$ cat config.mk
export PLATFORM = sky130hd
export DESIGN_NAME = uart_rx
export DESIGN_NICKNAME = d
export VERILOG_FILES = /design/src/rtl/uart_rx.sv
export SDC_FILE = /design/constraint.sdc
export NUM_CORES = 1
export LEC_CHECK = 0
export CAP_MARGIN = 20
export CELL_PAD_IN_SITES_DETAIL_PLACEMENT = 1
export CELL_PAD_IN_SITES_GLOBAL_PLACEMENT = 1
export CORE_UTILIZATION = 49
export DETAILED_ROUTE_END_ITERATION = 7
export GPL_TIMING_DRIVEN = 1
export PLACE_DENSITY_LB_ADDON = 0.15
export SETUP_SLACK_MARGIN = 0.05
export SLEW_MARGIN = 30
export SYNTH_ARGS = -nofsm -noshare
export SYNTH_HDL_FRONTEND = slang
export SYNTH_SLANG_ARGS = --single-unit
$ cat constraint.sdc
create_clock -name clk -period 5.35 [get_ports clk]
set_input_delay 1.07 -clock clk [delete_from_list [all_inputs] [get_ports clk]]
set_output_delay 1.07 -clock clk [all_outputs]
set_load 0.005 [all_outputs]
$ cat src/rtl/uart_rx.sv
// Purpose: UART receiver, LSB-first payload, 1 start and 1 stop bit, mid-bit sampling.
// Latency: valid or frame_err pulses one cycle after the stop-bit sample (2-flop input sync ahead of that).
// Backpressure: none; the consumer must take uart_rx_data on the valid pulse. uart_rx_en low aborts to IDLE.
module uart_rx #(
  parameter int CLK_HZ       = 50_000_000,
  parameter int BIT_RATE     = 9600,
  parameter int PAYLOAD_BITS = 8
) (
  input  logic                    clk,
  input  logic                    reset_n,
  input  logic                    uart_rxd,
  input  logic                    uart_rx_en,
  output logic [PAYLOAD_BITS-1:0] uart_rx_data,
  output logic                    uart_rx_valid,
  output logic                    uart_rx_frame_err,
  output logic                    uart_rx_busy
);

  localparam int CYCLES_PER_BIT = CLK_HZ / BIT_RATE;
  localparam int HALF_BIT       = CYCLES_PER_BIT / 2;
  localparam int CNT_W          = $clog2(CYCLES_PER_BIT + 1);
  localparam int IDX_W          = $clog2(PAYLOAD_BITS + 1);

  // Terminal counts: the counter starts at 0 on entry, so N cycles end at N-1.
  localparam logic [CNT_W-1:0] CNT_FULL = CNT_W'(CYCLES_PER_BIT - 1);
  localparam logic [CNT_W-1:0] CNT_HALF = CNT_W'(HALF_BIT - 1);
  localparam logic [IDX_W-1:0] IDX_LAST = IDX_W'(PAYLOAD_BITS - 1);

  typedef enum logic [2:0] {
    IDLE       = 3'd0,
    START      = 3'd1,
    DATA       = 3'd2,
    STOP       = 3'd3,
    BREAK_WAIT = 3'd4
  } state_t;

  state_t                  state_q;
  logic                    rxd_meta_q;
  logic                    rxd_s_q;
  logic [CNT_W-1:0]        cnt_q;
  logic [IDX_W-1:0]        idx_q;
  logic [PAYLOAD_BITS-1:0] shift_q;
  logic [PAYLOAD_BITS-1:0] data_q;
  logic                    valid_q;
  logic                    ferr_q;

  // Two-flop synchronizer on the serial line; resets to the idle (high) level.
  always_ff @(posedge clk or negedge reset_n) begin
    if (!reset_n) begin
      rxd_meta_q <= 1'b1;
      rxd_s_q    <= 1'b1;
    end else begin
      rxd_meta_q <= uart_rxd;
      rxd_s_q    <= rxd_meta_q;
    end
  end

  // Frame FSM: start qualification at half bit, then one sample per bit period.
  always_ff @(posedge clk or negedge reset_n) begin
    if (!reset_n) begin
      state_q <= IDLE;
      cnt_q   <= '0;
      idx_q   <= '0;
      shift_q <= '0;
      data_q  <= '0;
      valid_q <= 1'b0;
      ferr_q  <= 1'b0;
    end else begin
      valid_q <= 1'b0;
      ferr_q  <= 1'b0;
      if (state_q != IDLE && !uart_rx_en) begin
        // Disable mid-frame drops the partial byte silently.
        state_q <= IDLE;
        cnt_q   <= '0;
        idx_q   <= '0;
      end else begin
        case (state_q)
          IDLE: begin
            if (uart_rx_en && !rxd_s_q) begin
              state_q <= START;
              cnt_q   <= '0;
            end
          end
          START: begin
            if (cnt_q == CNT_HALF) begin
              cnt_q <= '0;
              if (!rxd_s_q) begin
                state_q <= DATA;
                idx_q   <= '0;
              end else begin
                // Line went back high before mid start bit: treat as glitch.
                state_q <= IDLE;
              end
            end else begin
              cnt_q <= cnt_q + CNT_W'(1);
            end
          end
          DATA: begin
            if (cnt_q == CNT_FULL) begin
              cnt_q   <= '0;
              shift_q <= {rxd_s_q, shift_q[PAYLOAD_BITS-1:1]};
              if (idx_q == IDX_LAST) begin
                state_q <= STOP;
              end else begin
                idx_q <= idx_q + IDX_W'(1);
              end
            end else begin
              cnt_q <= cnt_q + CNT_W'(1);
            end
          end
          STOP: begin
            if (cnt_q == CNT_FULL) begin
              cnt_q <= '0;
              if (rxd_s_q) begin
                data_q  <= shift_q;
                valid_q <= 1'b1;
                state_q <= IDLE;
              end else begin
                // Low stop bit: report and wait out a possible break.
                ferr_q  <= 1'b1;
                state_q <= BREAK_WAIT;
              end
            end else begin
              cnt_q <= cnt_q + CNT_W'(1);
            end
          end
          BREAK_WAIT: begin
            if (rxd_s_q) begin
              state_q <= IDLE;
            end
          end
          default: begin
            state_q <= IDLE;
          end
        endcase
      end
    end
  end

  assign uart_rx_data      = data_q;
  assign uart_rx_valid     = valid_q;
  assign uart_rx_frame_err = ferr_q;
  assign uart_rx_busy      = (state_q != IDLE);

endmodule

==> flow_summary.ini <==
[timing]
hold_viol_final = 0
skew_ns = 0.008939
max_slew_margin = 0.4351
tightestPinTransition_ns = 0.8474
rsz_0062_raised_after_global_routing = no
slew_viol_final = 0
layout_worst_path_cycle_share = 0.5166
fmax_mhz = 361.8
setup_tns_ns = 0
setup_violators_final = 0
fin_crit_ns = 2.764

[critical_path]
crit_path_max_fanout = 13
path_delay_family = flip-flops
max_stage_delay_ns = 0.52
worst-endpoint-required_ns = 4.28
worstPathBufferInverterCount = 1
cell_chain_of_the_critical_path = or3_1, clkdlybuf4s50_1
worstSetupStartpointType = register
arrival_ns = 1.69
worst_path_max_delay_cell = sky130_fd_sc_hd__dfrtp_1
crit_type = register to primary output
endpoint_kind = primary output

[clock_network]
numCtsBuffers = 5
cts-htree-levels = 2
clkLatencyLatePin_ns = 0.29
cts_hold_repair.buffers = 0
maximum_buffer_depth_of_the_clock_tree = 2
worst_setup_hold_path_clk_slew_ns = 0.08
cts_tree = built
cts.repair.resized = 0
clkSinkCount = 40
post_cts_setup_buffer_count = 0
cts_root_buf = sky130_fd_sc_hd__clkbuf_8

[cells_and_area]
final_layout_size_suffix_gt1_frac = 0.1959
cell_count_final_fillers_out = 242
areaGrowthSynthToFinish_pct = 13.21
nets = 199
antenna_diode_count = 0

[floorplan]
floorplan.initialDensity = 0.5249
area_of_the_core_region_um2 = 3771
fp.dieArea_um2 = 4297
dieHeight_um = 65.56
floorplan.io_pins = 15
die_width_um = 65.56
fp-row-count = 22

[place]
globalplace.congestion = 0.7907
dpl.cell_count = 234
port_buffers = 14
dp_hpwl_mm = 2.963

[synth]
ys.flop_type = sky130_fd_sc_hd__dfrtp_1
synthesis.area_um2 = 1979
synth_cells = 179
synth-edff-count = 0
ys_seq_area_frac = 0.5070
synth_async_sr_flop_share = 1.000
postSynthRegisterBits = 40
avgSynthCellArea_um2 = 11.06
synth_nets = 185
synth_warnings = 0
synth_cell_types = 50

[drt]
totalWireLength_mm = 4.198
dr_total_vias = 1459
detailedRoute.firstIterationViolations = 65
detail_route.drc_violations = 0
drt_pass1_iterations = 4
routed_via_density = 6.029
ant_nets = 0
post_dr_wirelength_cell_um = 17.35

[power]
vdd_ir_drop_max_mv = 0.1729
leakage_nw = 0.9714
powerDensity_nw_per_um2 = 251.5

[grt]
grt_remaining_overflow = 0
pin_count_of_the_biggest_net_entering_global_routing = 41
vias_in_the_first_global_route = 1468
grt.total_usage = 0.2208
number_of_antenna_violations_at_the_first_check_in_global_routing = 0
grt_pass1_wl_mm = 7.127

[outcome]
outcome = finished, final reports clean

[run]
max_cap_violations = 0

[worst_hold_path]
min_path_type = register to register
==> final timing paths <==
path | depth (start not counted) | start | to | slack (ns)
worst max-delay path | 2 | state_q[1] | uart_rx_busy | 2.59
worst min-delay path | 0 | rxd_meta_q | rxd_s_q | 0.36
worst max register to register | 6 | cnt_q[0] | cnt_q[7] | 3.03
worst min register to register | 0 | rxd_meta_q | rxd_s_q | 0.36
max in group asynchronous | 1 | reset_n | cnt_q[6] | 3.93
min in group asynchronous | 1 | reset_n | idx_q[0] | 0.87
==> sequential cells by signal, indices dropped and copies added (netlist names) <==
register and cells:
uart_rx_frame_err 1, rxd_s_q 1, state_q 3, idx_q 4
shift_q 8, uart_rx_valid 1, uart_rx_data 8, cnt_q 13
rxd_meta_q 1
==> where the power goes <==
group | internal, mW | total (mW) | switching, mW | leakage (nW)
sequential | 0.312 | 0.322 | 0.0106 | 0.548
clock | 0.0908 | 0.197 | 0.106 | 0.0479
combinational | 0.0174 | 0.0445 | 0.0271 | 0.375
==> placed cells by master, fill, tap and decap left out, drive strengths merged, types with 3 or more instances in the layout <==
master	n
nor4	4
a21oi	3
nor3	8
a31oi	3
nand2	16
and3	5
nor2b	4
nor2	9
nand3	8
dfrtp	38
mux2	16
o21ai	11
clkinv	3
a22o	7
clkdlybuf4s50	13
inv	4
clkbuf	5
==> cell usage after synthesis, types with 4 or more instances <==
cell type                  number  area share
sky130_fd_sc_hd__dfrtp_1       38        0.48
sky130_fd_sc_hd__mux2_2        16       0.091
sky130_fd_sc_hd__nand2_1       15       0.028
sky130_fd_sc_hd__o21ai_0       10       0.025
sky130_fd_sc_hd__nor2_1         9       0.017
sky130_fd_sc_hd__nand3_1        8       0.020
sky130_fd_sc_hd__nor3_1         8       0.020
sky130_fd_sc_hd__a22o_1         6       0.027
sky130_fd_sc_hd__and3_1         5       0.016
sky130_fd_sc_hd__clkbuf_1       5      0.0095
sky130_fd_sc_hd__inv_1          4      0.0076
sky130_fd_sc_hd__nor2b_1        4       0.013
==> final cells by class <==
| class | instances | area [um2] |
|---|---|---|
| inverters | 4 | 15.01 |
| fillers | 423 | 1530 |
| flip-flops and latches | 40 | 1003 |
| multi-input cells | 128 | 939.7 |
| clock buffers | 5 | 68.82 |
| well taps | 48 | 60.06 |
| repair buffers | 14 | 135.1 |
| clock inverters | 3 | 18.77 |
==> stage by stage <==
stage                 util  hold WS [ns]  cell area [um2]  setup WS [ns]  power, mW
detailed placement  0.5710        0.3501             2153          2.356     0.3733
global route        0.5942        0.3689             2241          2.502     0.5872
global placement    0.5674        0.3466             2140          2.103     0.3701
CTS                 0.5942        0.3605             2241          2.586     0.5705
floorplan                -        0.3452             1979          3.048     0.3542
finish              0.5942        0.3594             2241          2.586     0.5636
==> routing by layer <==
layer,wire length [um],track usage,up-vias,share of wire
li1,-,-,699,-
met1,1981,0.2893,729,0.47
met2,2037,0.3621,24,0.49
met3,119,0.03993,7,0.028
met4,60,0.08424,0,0.014
met5,0,0,-,0
==> cell families (layout without fill, tap and decap cells) <==
logic type,after synthesis,in the layout,synth area share
buffers and inverters,11,26,0.02528
XOR/XNOR,2,2,0.008851
adder cells (fa/ha/maj),2,2,0.01264
AO/OA/AOI/OAI,40,40,0.1523
flip-flops,40,40,0.5070
AND/OR/NAND/NOR,67,67,0.1979
multiplexers,17,17,0.09608
==> worst register-to-register path: stages (launching register included) <==
cell	delay [ns]
sky130_fd_sc_hd__dfrtp_1	0.39
sky130_fd_sc_hd__ha_1	0.23
sky130_fd_sc_hd__nand2_1	0.23
sky130_fd_sc_hd__nor4_1	0.58
sky130_fd_sc_hd__o22a_1	0.36
sky130_fd_sc_hd__o21ai_0	0.14
sky130_fd_sc_hd__a22o_2	0.28
No activity file was read; power rests on OpenSTA's default activity.
